### src/rtl/cmd_proc_pkg.sv
// Shared types and opcode constants for the command processor.
package cmd_proc_pkg;

  typedef enum logic [2:0] {
    IDLE,
    EXEC,
    WAIT1,
    SEND2,
    WAIT2
  } state_t;

  localparam logic [3:0] OP_WRITE = 4'h1;
  localparam logic [3:0] OP_READ  = 4'h2;
  localparam logic [7:0] OP_CLEAR = 8'h30;

  function automatic logic idx_ok(input logic [3:0] idx, input int unsigned num_regs);
    return {28'd0, idx} < num_regs;
  endfunction

endpackage

### src/rtl/cmd_wdog.sv
// Idle watchdog: counts cycles since the last kick and pulses trip at the all-ones count.
module cmd_wdog #(
  parameter int unsigned WDOG_W = 20
) (
  input  logic clk,
  input  logic rst_n,
  input  logic kick,
  output logic trip
);

  localparam logic [WDOG_W-1:0] CNT_MAX = '1;

  logic [WDOG_W-1:0] cnt_q, cnt_d;

  // A kick landing on the expiry cycle suppresses the trip.
  assign trip = (cnt_q == CNT_MAX) && !kick;

  always_comb begin
    cnt_d = cnt_q + {{(WDOG_W-1){1'b0}}, 1'b1};
    if (kick || trip) cnt_d = '0;
  end

  always_ff @(posedge clk or negedge rst_n) begin
    if (!rst_n) cnt_q <= '0;
    else        cnt_q <= cnt_d;
  end

endmodule

### src/rtl/cmd_proc.sv
// Command processor: executes UART commands on a small config register file and returns
// ACK/NAK/read bytes. Define CMD_PROC_WDOG_EN to include the idle watchdog.
module cmd_proc
  import cmd_proc_pkg::*;
#(
  parameter int unsigned NUM_REGS = 4,
  parameter logic [7:0]  ACK      = 8'hA5,
  parameter logic [7:0]  NAK      = 8'hEE,
  parameter int unsigned WDOG_W   = 20
) (
  input  logic                     clk,
  input  logic                     rst_n,
  input  logic                     cmd_rdy,
  input  logic [7:0]               cmd,
  input  logic [15:0]              data,
  output logic                     clr_cmd_rdy,
  output logic                     snd_resp,
  output logic [7:0]               resp,
  input  logic                     resp_sent,
  output logic [16*NUM_REGS-1:0]   cfg_regs,
  output logic [NUM_REGS-1:0]      cfg_wr,
  output logic                     wdog_trip,
  output state_t                   state_dbg
);

  state_t                       state_q, state_d;
  logic [7:0]                   cmd_q, cmd_d;
  logic [15:0]                  data_q, data_d;
  logic [7:0]                   resp_q, resp_d;
  logic [7:0]                   rd_lo_q, rd_lo_d;
  logic                         second_q, second_d;
  logic                         snd_resp_q, snd_resp_d;
  logic [NUM_REGS-1:0]          cfg_wr_q, cfg_wr_d;
  logic [NUM_REGS-1:0][15:0]    regs_q, regs_d;

  logic        accept;
  logic        wdog_hit;
  logic [3:0]  idx;
  logic [15:0] rd_word;
  logic        in_range, is_write, is_read, is_clear;

  assign accept = (state_q == IDLE) && cmd_rdy;
  assign idx    = cmd[3:0];

  always_comb begin
    rd_word = '0;
    for (int i = 0; i < NUM_REGS; i++) begin
      if (idx == 4'(i)) rd_word = regs_q[i];
    end
    in_range = idx_ok(idx, NUM_REGS);
    is_write = (cmd[7:4] == OP_WRITE) && in_range;
    is_read  = (cmd[7:4] == OP_READ) && in_range;
    is_clear = (cmd == OP_CLEAR);
  end

  always_comb begin
    state_d    = state_q;
    cmd_d      = cmd_q;
    data_d     = data_q;
    resp_d     = resp_q;
    rd_lo_d    = rd_lo_q;
    second_d   = second_q;
    snd_resp_d = 1'b0;
    cfg_wr_d   = '0;
    regs_d     = regs_q;

    // cfg_wr_q is only non-zero during EXEC, so it doubles as the write enable.
    for (int i = 0; i < NUM_REGS; i++) begin
      if (cfg_wr_q[i]) regs_d[i] = (cmd_q == OP_CLEAR) ? 16'h0000 : data_q;
    end
    if (wdog_hit) regs_d = '0;

    case (state_q)
      IDLE: begin
        if (accept) begin
          cmd_d      = cmd;
          data_d     = data;
          state_d    = EXEC;
          snd_resp_d = 1'b1;
          second_d   = is_read;
          rd_lo_d    = rd_word[7:0];
          if (is_read)                resp_d = rd_word[15:8];
          else if (is_write || is_clear) resp_d = ACK;
          else                        resp_d = NAK;
          if (is_clear) cfg_wr_d = '1;
          else begin
            for (int i = 0; i < NUM_REGS; i++) cfg_wr_d[i] = is_write && (idx == 4'(i));
          end
        end
      end
      EXEC: state_d = WAIT1;
      WAIT1: begin
        if (resp_sent) begin
          if (second_q) begin
            state_d    = SEND2;
            resp_d     = rd_lo_q;
            snd_resp_d = 1'b1;
          end else begin
            state_d = IDLE;
          end
        end
      end
      SEND2: state_d = WAIT2;
      WAIT2: if (resp_sent) state_d = IDLE;
      default: state_d = IDLE;
    endcase
  end

  always_ff @(posedge clk or negedge rst_n) begin
    if (!rst_n) begin
      state_q    <= IDLE;
      cmd_q      <= '0;
      data_q     <= '0;
      resp_q     <= '0;
      rd_lo_q    <= '0;
      second_q   <= 1'b0;
      snd_resp_q <= 1'b0;
      cfg_wr_q   <= '0;
      regs_q     <= '0;
    end else begin
      state_q    <= state_d;
      cmd_q      <= cmd_d;
      data_q     <= data_d;
      resp_q     <= resp_d;
      rd_lo_q    <= rd_lo_d;
      second_q   <= second_d;
      snd_resp_q <= snd_resp_d;
      cfg_wr_q   <= cfg_wr_d;
      regs_q     <= regs_d;
    end
  end

`ifdef CMD_PROC_WDOG_EN
  cmd_wdog #(.WDOG_W(WDOG_W)) u_wdog (
    .clk   (clk),
    .rst_n (rst_n),
    .kick  (accept),
    .trip  (wdog_hit)
  );
`else
  assign wdog_hit = 1'b0;
`endif

  assign clr_cmd_rdy = accept;
  assign snd_resp    = snd_resp_q;
  assign resp        = resp_q;
  assign cfg_regs    = regs_q;
  assign cfg_wr      = cfg_wr_q | {NUM_REGS{wdog_hit}};
  assign wdog_trip   = wdog_hit;
  assign state_dbg   = state_q;

endmodule
### config.mk
export PLATFORM = sky130hd
export DESIGN_NAME = cmd_proc
export DESIGN_NICKNAME = d
export VERILOG_FILES = /design/src/rtl/cmd_proc_pkg.sv /design/src/rtl/cmd_wdog.sv /design/src/rtl/cmd_proc.sv
export SDC_FILE = /design/constraint.sdc
export NUM_CORES = 1
export LEC_CHECK = 0
export ABC_AREA = 1
export CAP_MARGIN = 5
export CORE_MARGIN = 2
export CORE_UTILIZATION = 50
export DETAILED_ROUTE_END_ITERATION = 8
export GPL_ROUTABILITY_DRIVEN = 0
export GPL_TIMING_DRIVEN = 0
export PLACE_DENSITY = 0.79
export SLEW_MARGIN = 5
export SYNTH_ARGS = -nofsm -noshare
export SYNTH_HDL_FRONTEND = slang
export SYNTH_SLANG_ARGS = --single-unit
### constraint.sdc
create_clock -name clk -period 1.64 [get_ports clk]
set_clock_uncertainty 0.1 [all_clocks]
set_input_delay 0.246 -clock clk [delete_from_list [all_inputs] [get_ports clk]]
set_output_delay 0.246 -clock clk [all_outputs]
set_load 0.02 [all_outputs]
# Word-level counts from Yosys, hierarchy flattened
# Index checks and enable logic that the tools add are counted.
# op_classes
eq_ne	15
n_reduce_logical	14
mux	23
order_cmp	1
# ops
op	n
16-bit 2-to-1 mux	5
8-bit 2-to-1 mux	4
8-bit by 6-bit equality test with 1-bit output (second input constant)	2
8-bit one-hot mux with 2 select lines	1
3-bit one-hot mux with 5 select lines	1
4-bit by 2-bit equality test with 1-bit output (second input constant)	3
4-bit 2-to-1 mux	3
3-bit 2-to-1 mux	3
4-bit by 1-bit equality test with 1-bit output (second input constant)	2
2-bit != test (second input constant)	4
1-bit logical AND	7
7-bit 2-to-1 mux	1
3-bit by 2-bit equality test with 1-bit output (second input constant)	2
4-bit zero test	1
4-bit by 3-bit less-than comparator with 1-bit output (second input constant)	1
4-bit AND reduction	1
3-bit by 1-bit equality test with 1-bit output (second input constant)	1
3-bit equality test (second input constant)	1
3-bit zero test	1
1-bit 2-to-1 mux	3
3-bit AND reduction	1
2-bit 2-to-1 mux	1
1-bit one-hot mux with 2 select lines	1
2-bit AND reduction	1
other kinds (2)	2
# word_totals
word_cells	65
register_bits	113
out_inout_bits	82
in_bits	28

# Depth between registers and ports, before layout
# logic_depth
word_depth	8
ltp_mapped	9
ltp_nobuf	9

# Worst setup path after synthesis
# OpenSTA, ideal clock, no wires.
# synth_timing
kind	flip-flop to flip-flop
startpoint	reg state_q[1] (netlist: state_dbg[1])
endpoint	reg cfg_wr_q[1] (netlist: cfg_wr[1])
path_buffers	1
synth_period_minus_slack_ns	1.428
setup_slack_ns	0.212
arrival_time_ns	1.251
path_stages_with_launch	7
required_time_ns	1.462
setup_time_ns	0.078
path_cell_list	dfrtp_1 -> nor2_2 -> nand3_2 -> inv_2 -> buf_2 -> nand3_1 -> a21oi_1
# synth_between
elab_chain_len	4
# synth_rtl
item	line_no	source
start: declaration	cmd_proc.sv:26	state_t state_q, state_d;
start signal: assignment	cmd_proc.sv:121	state_q <= state_d;
3-bit zero test (*)	cmd_proc.sv:42, cmd_proc.sv:73	
1-bit logical AND	cmd_proc.sv:42	assign accept = (state_q == IDLE) && cmd_rdy;
4-bit 2-to-1 mux	cmd_proc.sv:75	if (accept) begin
4-bit 2-to-1 mux (*)	cmd_proc.sv:73	case (state_q)
via cfg_wr_d[1]	cmd_proc.sv:33	logic [NUM_REGS-1:0] cfg_wr_q, cfg_wr_d;
end signal: assignment	cmd_proc.sv:128	cfg_wr_q <= cfg_wr_d;
end: declaration	cmd_proc.sv:33	
# Mark *: on every way through the listed nets, which the timed path passes. The rest lies on a longest branch.
# A chain may end at the register's enable or synchronous reset.

# Worst setup path in the final report
# layout_timing
startpoint	reg state_q[0] (netlist: state_dbg[0])
endpoint	out clr_cmd_rdy
# layout_between
elab_chain_len	2
# layout_rtl
item	line_no	source
3-bit zero test	cmd_proc.sv:42	
1-bit logical AND	cmd_proc.sv:42	
end: declaration	cmd_proc.sv:16	output logic clr_cmd_rdy,
# Every way passes these cells.

==> impl_metrics.py <==
metrics = {
    "outcome": {
        "failing_checks": "negative setup slack",
        "status": "complete, but fails checks",
    },
    "clock_network": {
        "cts_root_buffer": "sky130_fd_sc_hd__clkbuf_8",
        "clk_path_buf_depth": 2,
        "depth_of_the_cts_h_tree": 4,
        "worstSkewPairLatency_ns": 0.52,
        "tritoncts_sinks": 113,
        "cts_tree": "built",
        "clkSlewWorstSetupHoldPaths_ns": 0.06,
        "numCtsBuffers": 17,
    },
    "power": {
        "leakage_nw": 3.43,
        "power_density_nw_per_um2": 1440,
        "worst_ir_drop_vdd_v": 0.000816,
    },
    "finish": {
        "syn2layout_area_growth_pct": 41.7,
        "num-nets-final": 747,
        "fraction_of_final_layout_cells_sized_beyond_drive_strength_1_pct": 17.1,
        "antenna_cell_count": 0,
    },
    "die": {
        "die-area_sq_um": 10700,
        "dieWidth_um": 103,
        "top_level_ports": 110,
        "floorplan.initialDensity_pct": 50.8,
        "die-height_um": 103,
        "core_area_sq_um": 9680,
        "floorplan.rows": 36,
    },
    "timing": {
        "post-route-worst-setup-slack_ns": -0.208,
        "clock_period_minus_worst_slack_ns": 1.85,
        "final_hold_viol_count": 0,
        "timing.final.setup_violations": 1,
        "final_max_slew_viol_count": 0,
        "worst_slew_margin_rel_pct": 59.9,
        "clock.fmax_mhz": 541,
        "worstMarginPinSlew_ns": 0.602,
        "rsz0062_at_grt": "yes",
        "period_share_pct": 113,
        "finalSetupTns_ns": -0.208,
    },
    "routing": {
        "drt-wirelength-per-cell_um": 18.7,
        "drt_iter0_markers": 670,
        "avgViaCountPerCell": 5.70,
        "final_antenna_net_count": 0,
        "detail_route.drc_violations": 0,
        "via_total_after_detailed_routing": 4932,
        "drtPass1Iterations": 7,
        "drt-total-wl_um": 16200,
    },
    "global_routing": {
        "grt_pass1_wl_um": 24300,
        "grt_max_degree": 73,
        "grt.total_usage_pct": 31.2,
        "first_global_vias": 4678,
        "globalRouteOverflowTotal": 0,
        "antenna_found_initial": 0,
    },
    "synthesis": {
        "yosys.cell_types.count": 30,
        "syn_nets": 602,
        "synth.avg_cell_area_sq_um": 8.57,
        "netlist.top_cell.by_area": "sky130_fd_sc_hd__dfrtp_1",
        "post_synth_top_area_share_pct": 57.5,
        "synth_sequential_area_ratio_pct": 57.5,
        "synth.cell_area_sq_um": 4920,
        "synth_area_leaders": "sky130_fd_sc_hd__dfrtp_1 57%, sky130_fd_sc_hd__nand2_1 16%, sky130_fd_sc_hd__o21ai_0 7.7%",
        "ys_seq_elements": 113,
        "yosysWarningCount": 0,
        "synth_cells": 574,
    },
    "placed_design": {
        "dp.final_hpwl_um": 10800,
        "io_buffers": 108,
        "pre_cts_ws_ns": -0.608,
    },
    "critical_path": {
        "worst_path_largest_cell_delay_ns": 0.44,
        "worstPathCellList": "inv_2 > nand3_4 > inv_4 > buf_8 > buf_6",
        "cp.required_ns": 1.29,
        "crit_slowest_cell": "sky130_fd_sc_hd__dfrtp_1",
        "start_kind": "flop",
        "worstPathMaxFanout": 5,
        "critical_path.reg2reg.startpoint": "state_dbg[0]",
        "critical_path_end_type": "primary output",
        "criticalPathCategory": "flop to primary output",
        "timing.critical_path.from": "state_dbg[0]",
        "critPathArrivalTime_ns": 1.50,
        "worst_r2r_path_depth": 7,
    },
    "hold_path": {
        "hold_wc_startpoint": "data[11]",
        "holdPathStages": 3,
        "timing.hold.worst.class": "input pin to flop",
    },
    "run": {
        "max_cap_violations": 0,
    },
}
-- cell usage after synthesis, drive strengths merged --
cell type and count:
a21oi 14, dfrtp 113, o21a 5, nor4 1, o21ai 78, o22a 1, nor2 41, nor3 1
nand3 38, clkbuf 13, buf 15, nand2 216, conb 1, clkinv 1, o211ai 2, or2 3
nand4 8, inv 22, nand3b 1
-- flip-flops by register name, summed over array words and instances (netlist names) --
register   flops
data_q        16
resp           8
cmd_q          8
rd_lo_q        8
cfg_wr         4
cfg_regs      64
second_q       1
state_dbg      3
snd_resp       1
-- worst max-delay path: cells and delay by family (launching register included) --
family / cells / cell delay [ns]
flip-flops: 1 / 0.44
buffers and inverters: 4 / 0.44
AND/OR/NAND/NOR: 1 / 0.10
-- metal layers --
layer  vias up  wire (um)  track usage (%)
met3        62       1460             6.92
met5         -          0                0
met2       347       8030             51.9
met1      2356       6130             40.5
met4         0        545             11.8
li1       2167          -                -
-- final timing paths --
kind	slack, ns	endpoint
setup / recovery	-0.21	clr_cmd_rdy
hold / removal	0.15	data_q[11]
setup reg to reg	0.02	rd_lo_q[7]
hold reg to reg	0.38	resp[3]
max in group asynchronous	0.54	cfg_regs[16]
min in group asynchronous	0.17	cmd_q[2]
-- cell families after synthesis --
kind of cell    Yosys count  synth area share, %
compound gates          100                 10.9
buf+inv                  51                 4.78
flops                   113                 57.5
other cells               1               0.0762
simple gates            309                 26.8
-- timing repair --
item | in CTS | in global routing
setup buffers | 5 | 10
endpoints found under the hold margin | 41 | 0
gates resized for setup | 101 | 74
setup endpoints to repair | 121 | 85
pin swaps | 3 | 12
hold buffers | 1 | 0
gates cloned | 0 | 2
-- area by class of cell --
type,instances,area (sq um)
Sequential cell,113,2830
Fill cell,725,2710
Multi-Input combinational cell,410,1960
Timing Repair Buffer,126,1160
Clock buffer,17,414
Buffer,28,186
Tap cell,133,166
Clock inverter,15,160
Inverter,23,90.1
-- power by group --
part	total (W)	switching (W)	internal, W
combinational	0.00272	0.00163	0.00109
sequential	0.00379	0.000421	0.00337
clock	0.00356	0.00139	0.00217
total	0.0101	0.00343	0.00663
-- per-stage QoR --
stage          util (%)  total power, W  instances  area [sq um]  hold WS [ns]
2_1_floorplan         -         0.00508        574          4920        -0.150
3_5_place_dp       64.0         0.00612        816          6190         0.169
3_3_place_gp       63.7         0.00600        815          6170         0.364
4_1_cts            69.7         0.00963        854          6750         0.150
6_report           72.0          0.0101        865          6970         0.153
5_1_grt            72.0          0.0105        865          6970         0.147
-- cells in the final DEF (no fill, tap or decap), types with 3 or more instances in the layout --
| cell | instances |
|---|---|
| sky130_fd_sc_hd__a21oi_1 | 4 |
| sky130_fd_sc_hd__a21oi_2 | 9 |
| sky130_fd_sc_hd__buf_2 | 5 |
| sky130_fd_sc_hd__buf_4 | 17 |
| sky130_fd_sc_hd__buf_6 | 6 |
| sky130_fd_sc_hd__clkbuf_1 | 12 |
| sky130_fd_sc_hd__clkbuf_16 | 17 |
| sky130_fd_sc_hd__clkbuf_2 | 10 |
| sky130_fd_sc_hd__clkdlybuf4s15_1 | 22 |
| sky130_fd_sc_hd__clkdlybuf4s50_1 | 26 |
| sky130_fd_sc_hd__clkinv_2 | 4 |
| sky130_fd_sc_hd__clkinv_4 | 5 |
| sky130_fd_sc_hd__dfrtp_1 | 111 |
| sky130_fd_sc_hd__dlygate4sd2_1 | 48 |
| sky130_fd_sc_hd__inv_1 | 17 |
| sky130_fd_sc_hd__inv_2 | 4 |
| sky130_fd_sc_hd__inv_6 | 3 |
| sky130_fd_sc_hd__nand2_1 | 203 |
| sky130_fd_sc_hd__nand2_2 | 12 |
| sky130_fd_sc_hd__nand3_1 | 32 |
| sky130_fd_sc_hd__nand3_2 | 4 |
| sky130_fd_sc_hd__nand4_1 | 8 |
| sky130_fd_sc_hd__nor2_1 | 32 |
| sky130_fd_sc_hd__nor2_2 | 3 |
| sky130_fd_sc_hd__nor2_4 | 6 |
| sky130_fd_sc_hd__o21a_1 | 5 |
| sky130_fd_sc_hd__o21ai_0 | 76 |
Power figures use the tool's default switching activity.
